**src/rtl/contiguous_run_iterator.sv**
```systemverilog
// rtl/contiguous_run_iterator.sv - emits each contiguous run of 1 bits in a word, rightmost first
// Define CONTIGUOUS_RUN_ITERATOR_POSITION_EN to add the output_run_lsb/output_run_length ports.
module contiguous_run_iterator #(
  parameter int WORD_WIDTH = 8
) (
  input  logic                          clock,
  input  logic                          clear,
  input  logic [WORD_WIDTH-1:0]         input_word,
  input  logic                          input_valid,
  output logic                          input_ready,
  output logic [WORD_WIDTH-1:0]         output_run,
  output logic                          output_last,
  output logic                          output_valid,
`ifdef CONTIGUOUS_RUN_ITERATOR_POSITION_EN
  output logic [$clog2(WORD_WIDTH):0]   output_run_lsb,
  output logic [$clog2(WORD_WIDTH):0]   output_run_length,
`endif
  input  logic                          output_ready
);

  typedef enum logic {IDLE, EMIT} state_e;

  state_e                 state_q, state_d;
  logic [WORD_WIDTH-1:0]  rem_q, rem_d;
  logic [WORD_WIDTH-1:0]  low_bit;
  logic [WORD_WIDTH-1:0]  nxt;
  logic [WORD_WIDTH-1:0]  run;

  // Adding the isolated lowest bit ripples through the rightmost run; the
  // carry out of the MSB is intentionally dropped by the modular width.
  assign low_bit = rem_q & (~rem_q + WORD_WIDTH'(1));
  assign nxt     = (low_bit + rem_q) & rem_q;
  assign run     = rem_q ^ nxt;

  always_comb begin
    output_valid = (state_q == EMIT);
    input_ready  = (state_q == IDLE);
    output_run   = output_valid ? run : '0;
    output_last  = output_valid && (nxt == '0);
  end

  always_comb begin
    state_d = state_q;
    rem_d   = rem_q;
    case (state_q)
      IDLE: begin
        if (input_valid) begin
          rem_d   = input_word;
          state_d = EMIT;
        end
      end
      EMIT: begin
        if (output_ready) begin
          if (nxt == '0) begin
            rem_d   = '0;
            state_d = IDLE;
          end else begin
            rem_d = nxt;
          end
        end
      end
      default: begin
        rem_d   = '0;
        state_d = IDLE;
      end
    endcase
  end

  always_ff @(posedge clock) begin
    if (clear) begin
      state_q <= IDLE;
      rem_q   <= '0;
    end else begin
      state_q <= state_d;
      rem_q   <= rem_d;
    end
  end

`ifdef CONTIGUOUS_RUN_ITERATOR_POSITION_EN
  localparam int POS_W = $clog2(WORD_WIDTH) + 1;

  always_comb begin
    output_run_lsb    = '0;
    output_run_length = '0;
    for (int i = WORD_WIDTH - 1; i >= 0; i--) begin
      if (output_run[i]) output_run_lsb = POS_W'(i);
    end
    for (int i = 0; i < WORD_WIDTH; i++) begin
      output_run_length = output_run_length + POS_W'(output_run[i]);
    end
  end
`endif

endmodule

```
**config.mk**
```make
export PLATFORM = sky130hd
export DESIGN_NAME = contiguous_run_iterator
export DESIGN_NICKNAME = d
export VERILOG_FILES = /design/src/rtl/contiguous_run_iterator.sv
export SDC_FILE = /design/constraint.sdc
export NUM_CORES = 1
export LEC_CHECK = 0
export BUFFER_PORTS_ARGS = -buffer_cell sky130_fd_sc_hd__buf_4
export CORE_AREA = 2 2 39 41
export DETAILED_ROUTE_END_ITERATION = 10
export DIE_AREA = 0 0 41 43
export GPL_ROUTABILITY_DRIVEN = 1
export HOLD_SLACK_MARGIN = 0.1
export PLACE_DENSITY = 0.83
export RECOVER_POWER = 50
export SLEW_MARGIN = 20
export SYNTH_ARGS = -nofsm -noshare
export SYNTH_HDL_FRONTEND = slang
export SYNTH_SLANG_ARGS = --single-unit
```
**constraint.sdc**
```tcl
create_clock -name clock -period 3.9 [get_ports clock]
set_input_delay 0.78 -clock clock [delete_from_list [all_inputs] [get_ports clock]]
set_output_delay 0.78 -clock clock [all_outputs]
set_load 0.1 [all_outputs]
```
After elaboration in Yosys (flattened, before gate mapping)
Cells that the tools add are included.
{"block": "totals", "inputBits": 12, "register_bits": 9}
{"block": "op_classes", "reduce_logical": 3, "n_mux": 9, "n_eq_ne": 2, "add_sub_neg": 2, "bitwise": 5}
{"op": "$mux 8", "n": 4}
{"op": "$and 8x8->8", "n": 2}
{"op": "$pmux 8 s2", "n": 1}
{"op": "$add 8x1->8 const B", "n": 1}
{"op": "$add 8x8->8", "n": 1}
{"op": "$logic_not 8->1", "n": 1}
{"op": "$not 8->8", "n": 1}
{"op": "$xor 8x8->8", "n": 1}
{"op": "$ne 2x2->1 const B", "n": 2}
{"op": "$mux 1", "n": 3}
{"op": "$pmux 1 s2", "n": 1}
{"op": "$reduce_and 2->1", "n": 1}
{"op": "$logic_and 1x1->1", "n": 1}
{"op": "$not 1->1", "n": 1}

Depth between registers and ports, before layout
Gate-level depths: netlist (run 1).
{"block": "logic_depth", "depth_word": 9, "mapped_depth": 5, "depth_no_buf": 5}

Worst setup path before layout (run 1)
No wires, ideal clock.
{"block": "synth_timing", "kind": "register to output", "start": "register state_q, in the netlist output_valid", "end": "output port output_run[3]", "required_time_ps": 3120, "path_slack_ps": -1726, "arrival_ps": 4846, "stages_incl_launch_ff": 3, "path_cell_list": "dfxtp_1 -> inv_1 -> nor4_1"}
{"block": "synth_via", "elab_chain_len": 1}
{"item": "from (decl)", "line": "23", "rtl": "state_e state_q, state_d;"}
{"item": "from (signal assigned)", "line": "74", "rtl": "state_q <= state_d;"}
{"item": "$mux 8", "line": "38", "rtl": "output_run = output_valid ? run : '0;"}
{"item": "to (decl)", "line": "11", "rtl": "output logic [WORD_WIDTH-1:0] output_run,"}
Every way passes these cells.

Worst setup path after layout (run 1)
{"block": "layout_timing", "start": "register rem_q[3]", "end": "output port output_last"}
{"block": "layout_via", "elab_chain_len": 7}
{"item": "from (decl)", "line": "24", "rtl": "logic [WORD_WIDTH-1:0] rem_q, rem_d;"}
{"item": "from (signal assigned)", "line": "75", "rtl": "rem_q <= rem_d;"}
{"item": "$not 8->8", "line": "31", "rtl": "assign low_bit = rem_q & (~rem_q + WORD_WIDTH'(1));"}
{"item": "$add 8x1->8", "line": "31"}
{"item": "$and 8x8->8", "line": "31"}
{"item": "$add 8x8->8", "line": "32", "rtl": "assign nxt = (low_bit + rem_q) & rem_q;"}
{"item": "$and 8x8->8 *", "line": "32"}
{"item": "$logic_not 8->1 *", "line": "39", "rtl": "output_last = output_valid && (nxt == '0);"}
{"item": "$logic_and 1x1->1 *", "line": "39"}
{"item": "to (decl)", "line": "12", "rtl": "output logic output_last,"}
Every way passes the cells marked *; elsewhere a longest branch is shown, timed or not.

==> impl_metrics.toml, run 1 <==
[outcome]
status = "finished, final reports clean"

[pwr]
combPwrFrac = 0.362
power_uw = 290
switching_share = 0.413
p_leak_uw = 0.000354
power_switching_uw = 120
pwr-share-clk = 0.263
p_seq_frac = 0.375
power_density_nw_per_um2 = 357
peakVddDrop_mv = 0.161
p_int_uw = 170

[floorplan]
initial_utilization = 0.438
die_w_um = 41
die_h_um = 43
rows = 14
die_area_um2 = 1760
ioPinCount = 23
core-area_um2 = 1380

[routing]
vias_per_cell = 5.59
routedWlPerCell_um = 14.1
dr_wl_met2_um = 816
top_layer = "met4"
drc = 0
finalWirelength_um = 1660
wl_met3_um = 94
num_vias = 660
dr.first_iter.drc_count = 8
dr.pass1.iters = 4
ant_nets = 0
met1_length_um = 722

[finish]
multi_input_area_um2 = 413
final_nets = 115
area_growth_pct = 34.1
diodes = 0
drive_gt1_frac = 0.333
fillerInstances = 140
register_area_um2 = 180
stdcell_count = 118

[global_route]
grt_overflow_total = 0
grt_start_max_net_pins = 16
track_usage = 0.213
grt_pass1_vias = 608
grt_pass1_wl_um = 2570
antenna_found_initial = 0

[setup_path]
crit_path_max_fanout = 6
startpoint_type = "register"
worst-setup-path-type = "register to primary output"
end_kind = "primary output"
worst_ep_arrival_time_ps = 2100
required_ps = 3120

[synthesis]
ys_types = 34
syn_area_per_cell_um2 = 7.67
netlist.area_leader.share = 0.298
synth_common_cells = "nor2_1 (11), dfxtp_1 (9), nand2_1 (9), a21oi_1 (8), inv_1 (4)"
syn_nets = 91
syn_inst = 79
yosysSeqAreaShare = 0.298
synth-edff-count = 0
synth_flop_cell = "dfxtp_1"
postSynth.asyncResetShare = 0
yosysWarnings = 0
syn-cell-area_um2 = 606
yosys.cell_count.top_type = "nor2_1"
ys_ff_latch = 9
ys_top_cells_by_area = "dfxtp_1 (30%), nor2_1 (6.8%), a21oi_1 (6.6%)"
yosysTopAreaCell = "dfxtp_1"

[clocking]
cts_tree = "done"
cts_buffers = 3
h-tree-depth = 1
cts.clk_slew.worst_paths_ps = 70
cts_buffer_depth = 2
cts.sinks = 9
cts.repair.resized = 0
cts_root_buffer = "clkbuf_4"
cts_setup_buffers = 0
cts_hold_buf = 0
clock_latency_ps = 260

[sta]
finalClockSkew_ps = 3.22
totalNegativeSetupSlack_ps = 0
worstMarginPinSlew_ps = 1160
post-route-period-util = 0.738
setup_viol = 0
slew_headroom = 0.231
fin_crit_ps = 2880
hold_viol = 0
fmax_ghz = 0.347
rsz0062_at_grt = "false"
drv_slew = 0

[flow_run]
cap_violations = 0

[place]
dp_hpwl_um = 1270
dp_cells = 114
globalplace.congestion = 0.929
io_buffers = 22

[worst_hold_path]
worstHoldPathType = "register to register"
power groups by stage:
| stage | sequential (µW) | clock, µW | combinational, µW |
|---|---|---|---|
| 5_1_grt | 110 | 83.8 | 111 |
| 2_1_floorplan | 113 | 0 | 79.9 |
| 4_1_cts | 108 | 78.1 | 110 |
| 6_report | 109 | 76.0 | 105 |
| 3_5_place_dp | 111 | 0 | 110 |
| 3_3_place_gp | 110 | 0 | 108 |
metrics by stage:
step | hold WS, ps | setup slack, ps | util | instance area [µm²]
after floorplan | 484 | 54.9 | - | 637
after global placement | 514 | 1490 | 0.586 | 811
after detailed placement | 534 | 1430 | 0.586 | 811
after CTS | 543 | 1140 | 0.605 | 837
after global routing | 606 | 910 | 0.587 | 812
final | 566 | 1020 | 0.587 | 812
cell usage in the layout (no fill, tap or decap), drive strengths merged:
cell    count
a211oi      2
a21o        1
a21oi       8
a221oi      1
a22oi       3
a311oi      1
and2        2
and2b       1
and3        2
buf        20
clkbuf      6
dfxtp       9
inv         4
mux2        1
mux2i       2
nand2       9
nand2b      1
nand3       1
nand4       1
nor2       11
nor2b       3
nor3        2
nor4        2
o21ai       2
o22ai       1
o311ai      1
o32ai       1
or2         2
or2b        1
or3b        1
sequential cells by signal, summed over array words and instances, names as in the netlist:
| register | cells |
|---|---|
| output_valid | 1 |
| rem_q | 8 |
worst max-delay path: stages, from the launching register on:
cell and delay [ps]:
dfxtp_1 370, nor4_1 500, nand2_1 150, a311oi_1 450, buf_4 370
logic make-up after synthesis:
family,Yosys count,share of synthesized area
multiplexers,3,0.0517
buffers and inverters,7,0.0434
AO/OA/AOI/OAI,21,0.267
AND/OR/NAND/NOR,39,0.341
flip-flops,9,0.298
metal layers:
| layer | up-vias | track usage |
|---|---|---|
| li1 | 328 | - |
| met1 | 294 | 0.276 |
| met2 | 32 | 0.319 |
| met3 | 6 | 0.0366 |
| met4 | 0 | 0.120 |
| met5 | - | 0 |
worst paths after layout:
kind	start	to	slack, ps	cells after the start
setup / recovery	rem_q[3]	output_last	1020	4
hold / removal	rem_q[6]	rem_q[6]	570	2
setup reg to reg	rem_q[3]	output_valid	2180	4
hold reg to reg	rem_q[6]	rem_q[6]	570	2
final cells by class:
cell class / count / share of cell area
clock buffer: 4 / 0.0324
inverter: 4 / 0.0185
multi-input combinational: 63 / 0.508
sequential: 9 / 0.222
tap: 16 / 0.0247
timing repair buffer: 22 / 0.194
Note: power is estimated with default switching activity, not from simulation.
==> inputs of run 2 (changes only) <==
--- a/config.mk
+++ b/config.mk
@@ -6,12 +6,12 @@
 export NUM_CORES = 1
 export LEC_CHECK = 0
 export BUFFER_PORTS_ARGS = -buffer_cell sky130_fd_sc_hd__buf_4
-export CORE_AREA = 2 2 39 41
+export CORE_MARGIN = 1.5
+export CORE_UTILIZATION = 46
 export DETAILED_ROUTE_END_ITERATION = 10
-export DIE_AREA = 0 0 41 43
 export GPL_ROUTABILITY_DRIVEN = 1
 export HOLD_SLACK_MARGIN = 0.1
-export PLACE_DENSITY = 0.83
+export PLACE_DENSITY = 0.84
 export RECOVER_POWER = 50
 export SLEW_MARGIN = 20
 export SYNTH_ARGS = -nofsm -noshare
==> constraint.sdc (replaced) <==
create_clock -name clock -period 2.9 [get_ports clock]
set_input_delay 0.58 -clock clock [delete_from_list [all_inputs] [get_ports clock]]
set_output_delay 0.58 -clock clock [all_outputs]
set_load 0.1 [all_outputs]
==> run 2 against run 1 <==
  * Total power grew 35%
  * Combinational power is 39% higher
  * Cell count fell by 1.7%
  * Global-route usage increased by 4.8 points
  * Die area fell by 12%
  * Clock-buffer cell count unchanged
  * Clock skew shrank 1.4 ps
  * Sequential share of layout area is 0.53 points lower
  * Critical path depth down 1
  * Critical path type unchanged
  * Largest cell class unchanged
  * Highest routed layer unchanged
==> impl_metrics.toml, run 2 (synthesis results as in run 1) <==
[finish]
drive_gt1_frac = 0.363
diodes = 0
fillerInstances = 104
final_cell_mix = "buf_4 (21), nor2_1 (11), nand2_1 (9), dfxtp_1 (9), a21oi_1 (8)"
area_growth_pct = 37.4
final_nets = 115
largest_register_ffs = 8
final_common_cell = "buf_4"
largest_register = "rem_q"

[floorplan]
core-area_um2 = 1170
die_h_um = 39.3
die_area_um2 = 1540
rows = 12
die_w_um = 39.3
initial_utilization = 0.517
ioPinCount = 23

[global_route]
track_usage = 0.262
met1_usage = 0.347
grt_busiest_layer = "met2"
grt_start_max_net_pins = 16
grt_pass1_vias = 590
antenna_found_initial = 0
grt_pass1_wl_um = 2640
met3_usage = 0.0568
grt_overflow_total = 0
grt_use_met2 = 0.396

[clocking]
cts.sinks = 9
cts_tree = "done"
cts_buffers = 3
cts_buffer_depth = 2
cts_hold_buf = 0
clock_latency_ps = 260
h-tree-depth = 1
cts_setup_buffers = 0
cts_root_buffer = "clkbuf_4"
cts.clk_slew.worst_paths_ps = 60
cts.repair.resized = 0

[worst_hold_path]
min_from = "rem_q[6]"
worstHoldPathType = "register to register"

[flow_run]
cap_violations = 0

[sta]
rsz0062_at_grt = "false"
fmax_ghz = 0.379
totalNegativeSetupSlack_ps = 0
finalClockSkew_ps = 1.85
fin_crit_ps = 2640
post-route-period-util = 0.910
setup_viol = 0
worstMarginPinSlew_ps = 1160
hold_ws_ps = 542
hold_viol = 0
slew_headroom = 0.229
drv_slew = 0

[setup_path]
reg2reg_depth = 3
reg2reg_slack_ps = 1200
timing.critical_path.from = "output_valid"
rr_endpoint = "output_valid"
startpoint_type = "register"
slowest_stage = "dfxtp_1"
critPathMaxStageDelay_ps = 630
worst_ep_arrival_time_ps = 2060
required_ps = 2320
end_kind = "primary output"
worst-setup-path-type = "register to primary output"
path_cells = "clkinvlp_2 -> a311oi_4 -> buf_4"
reg2reg_from = "output_valid"
endpoint = "output_last"
crit_path_max_fanout = 15

[routing]
num_vias = 680
dr.first_iter.drc_count = 16
routedWlPerCell_um = 13.6
vias_per_cell = 5.86
ant_nets = 0
drc = 0
dr.pass1.iters = 4
finalWirelength_um = 1580

[place]
dp_hpwl_um = 1170
globalplace.congestion = 0.832
io_buffers = 22

[pwr]
p_leak_uw = 0.000357
power_density_nw_per_um2 = 471
peakVddDrop_mv = 0.307

[outcome]
status = "finished, final reports clean"
## run 2: how the worst min path moves through the flow
stage / end / cells past startpoint / slack, ps
floorplan: rem_q[6] / 2 / 480
global placement: rem_q[6] / 2 / 510
detailed placement: rem_q[6] / 2 / 520
CTS: rem_q[6] / 2 / 530
global route: rem_q[0] / 3 / 560
finish: rem_q[6] / 2 / 540
## run 2: worst max-delay path, delay by kind of cell (launching register included)
family	cells	cell delay, ps
flops	1	630
compound gates	1	340
buf+inv	2	820
## run 2: final cells by class
cell class	count	area, µm²	area share
inverter	4	16.3	0.0195
clock buffer	4	26.3	0.0316
timing repair buffer	22	161	0.194
sequential	9	180	0.217
tap	14	17.5	0.0211
multi-input combinational	63	430	0.517
## run 2: layer usage
layer  wire length [µm]  vias up
met3                122        4
met4                 26        0
met2                716       31
met1                713      314
li1                   -      331
met5                  0        -
## run 2: report_power, final
| part | switching (µW) | leakage, µW | internal (µW) | total [µW] |
|---|---|---|---|---|
| logic | 99.7 | 0.000268 | 46.1 | 146 |
| registers | 14.8 | 0.0000740 | 132 | 147 |
| clock network | 45.9 | 0.0000150 | 53.2 | 99.0 |
| total | 160 | 0.000357 | 231 | 392 |
## run 2: through the flow
step	std cells	total power, µW	area (µm²)	setup slack [ps]	utilization
CTS	116	395	842	393	0.719
finish	116	392	832	261	0.710
global route	116	410	832	143	0.710
detailed placement	112	297	816	687	0.697
floorplan	79	260	644	19.7	-
global placement	112	295	816	676	0.697
==> inputs of run 3 (changes only) <==
--- a/config.mk
+++ b/config.mk
@@ -5,13 +5,14 @@
 export SDC_FILE = /design/constraint.sdc
 export NUM_CORES = 1
 export LEC_CHECK = 0
+export ABC_AREA = 1
 export BUFFER_PORTS_ARGS = -buffer_cell sky130_fd_sc_hd__buf_4
 export CORE_MARGIN = 1.5
 export CORE_UTILIZATION = 46
 export DETAILED_ROUTE_END_ITERATION = 10
 export GPL_ROUTABILITY_DRIVEN = 1
 export HOLD_SLACK_MARGIN = 0.1
-export PLACE_DENSITY = 0.84
+export PLACE_DENSITY = 0.83
 export RECOVER_POWER = 50
 export SLEW_MARGIN = 20
 export SYNTH_ARGS = -nofsm -noshare
==> constraint.sdc (replaced) <==
create_clock -name clock -period 2.5 [get_ports clock]
set_input_delay 0.5 -clock clock [delete_from_list [all_inputs] [get_ports clock]]
set_output_delay 0.5 -clock clock [all_outputs]
set_load 0.1 [all_outputs]
==> run 3 against run 2 <==
  * Setup slack got worse by 95 ps
  * Cell count up 22%
  * Final area increased by 2.4%
  * Non-clock buffer count unchanged
  * Flip-flop and latch count unchanged
  * First-iteration DRC count down 56%
  * Via count rose by 8.4%
==> impl_metrics.toml, run 3 <==
[global_route]
antenna_found_initial = 0
grt_pass1_wl_um = 2420
grt_overflow_total = 0
track_usage = 0.228
grt_start_max_net_pins = 13
grt_pass1_vias = 592

[finish]
area_growth_pct = 36.5
final_cell_mix = "nand2_1 (21), buf_4 (20), inv_1 (14)"
drive_gt1_frac = 0.357
final_core_util = 0.663
largest_register = "rem_q"
largest_register_ffs = 8
fillerInstances = 125
final_nets = 139
final_common_cell = "nand2_1"
diodes = 0

[clocking]
cts_root_buffer = "clkbuf_4"
cts_buffers = 3
cts_buffer_depth = 2
cts.repair.resized = 0
cts_tree = "done"
h-tree-depth = 1
clock_latency_ps = 260
cts.sinks = 9
cts_setup_buffers = 0
cts_hold_buf = 0
cts.clk_slew.worst_paths_ps = 60

[setup_path]
critPathTopFamily = "simple AND/OR/NAND/NOR gates"
cp.depth = 8
worst_ep_arrival_time_ps = 1830
critPathMaxStageDelay_ps = 380
slowest_stage = "dfxtp_1"
reg2reg_from = "output_valid"
timing.critical_path.from = "rem_q[3]"
reg2reg_depth = 6
crit_path_max_fanout = 6
rr_endpoint = "rem_q[2]"
startpoint_type = "register"
path_cells = "nor2_1 -> nand2_2 -> nor3_1 -> nor2_1 -> nand2_1 -> nand2_1 -> nor2_2 -> buf_4"
worst-setup-path-type = "register to primary output"
crit_buf_inv = 1
required_ps = 2000
end_kind = "primary output"
reg2reg_slack_ps = 660

[synthesis]
yosysWarnings = 0
ys_ff_latch = 9
postSynth.asyncResetShare = 0
yosysTopAreaCell = "dfxtp_1"
yosysSeqAreaShare = 0.289
syn_inst = 102
synth_common_cells = "nand2_1 (21), inv_1 (13), a21oi_1 (10), dfxtp_1 (9), nor2_1 (9)"
syn-cell-area_um2 = 624
netlist.area_leader.share = 0.289
yosys.cell_count.top_type = "nand2_1"
ys_types = 23
synth-edff-count = 0
syn_area_per_cell_um2 = 6.12
ys_top_cells_by_area = "dfxtp_1 (29%), nand2_1 (13%), a21oi_1 (8.0%)"
syn_nets = 114
synth_flop_cell = "dfxtp_1"

[pwr]
peakVddDrop_mv = 0.351
power_density_nw_per_um2 = 589
power_uw = 502
p_leak_uw = 0.000414

[outcome]
status = "finished, final reports clean"

[routing]
dr.first_iter.drc_count = 7
finalWirelength_um = 1620
vias_per_cell = 5.23
drc = 0
ant_nets = 0
dr.pass1.iters = 4
routedWlPerCell_um = 11.5
num_vias = 737

[worst_hold_path]
min_from = "output_ready"
whs_endpoint = "output_valid"
hold_depth = 2
worstHoldPathType = "input pin to register"

[floorplan]
initial_utilization = 0.486
rows = 13
core-area_um2 = 1280
ioPinCount = 23
die_h_um = 39.8
die_area_um2 = 1590
die_w_um = 39.8

[sta]
drv_slew = 0
post-route-period-util = 0.933
rsz0062_at_grt = "false"
finalClockSkew_ps = 1.19
slew_headroom = 0.643
fin_crit_ps = 2330
worstMarginPinSlew_ps = 538
setup_viol = 0
hold_viol = 0
fmax_ghz = 0.428

[place]
globalplace.congestion = 0.781
dp_hpwl_um = 1280
io_buffers = 22

[flow_run]
cap_violations = 0
[run 3: cell types whose count changed in the layout (fill, tap and decap cells not counted), sizes merged, moves of 3 or more]
cell,change
o21ai,+8
nor2b,-3
a21oi,+3
nor2,+3
nand3,+5
a22oi,-3
nand2,+18
inv,+11
[run 3: cell type report]
type	instances	area, µm²	area share
multi-input combinational	76	410	0.482
clock buffer	4	26.3	0.0308
tap	15	18.8	0.0220
sequential	9	180	0.211
timing repair buffer	22	160	0.188
inverter	15	56.3	0.0661
[run 3: worst max-delay path by stage]
stage | endpoint
after floorplan | output_run[2]
after global placement | output_last
after detailed placement | output_last
after CTS | output_last
after global routing | output_last
final | output_last
[run 3: kinds of logic after synthesis]
family / Yosys count / synth area share
AND/OR/NAND/NOR: 52 / 0.385
AO/OA/AOI/OAI: 24 / 0.218
buffers and inverters: 17 / 0.108
flip-flops: 9 / 0.289
[run 3: through the flow]
stage               hold WS, ps  instance area [µm²]  cells  TNS (ps)  setup slack [ps]
floorplan                   471                  663    102      -124             -79.8
global placement            508                  832    137         0               527
detailed placement          508                  832    137         0               469
CTS                         404                  858    141         0               179
global route                418                  852    141         0              28.5
finish                      416                  852    141         0               166
[run 3: metal layers]
layer | share of wire | routed length (µm) | global-route usage | up-vias
li1 | - | - | - | 376
met3 | 0.031 | 51 | 0.0284 | 4
met4 | 0.019 | 31 | 0.121 | 0
met2 | 0.51 | 824 | 0.381 | 19
met1 | 0.44 | 718 | 0.279 | 338
met5 | 0 | 0 | 0 | -
[run 3: worst reg2reg max path: stages, from the launching register on]
cell and delay, ps:
dfxtp_1 560, inv_1 360, nand2_1 130, nand2_1 140, inv_1 210, a21oi_1 70, a221oi_1 280
[run 3: power by group]
part | total (µW) | switching [µW] | internal (µW) | leakage (µW)
clock | 114 | 52.5 | 61.6 | 0.0000150
combinational | 210 | 152 | 58.1 | 0.000325
sequential | 177 | 20.7 | 156 | 0.0000743
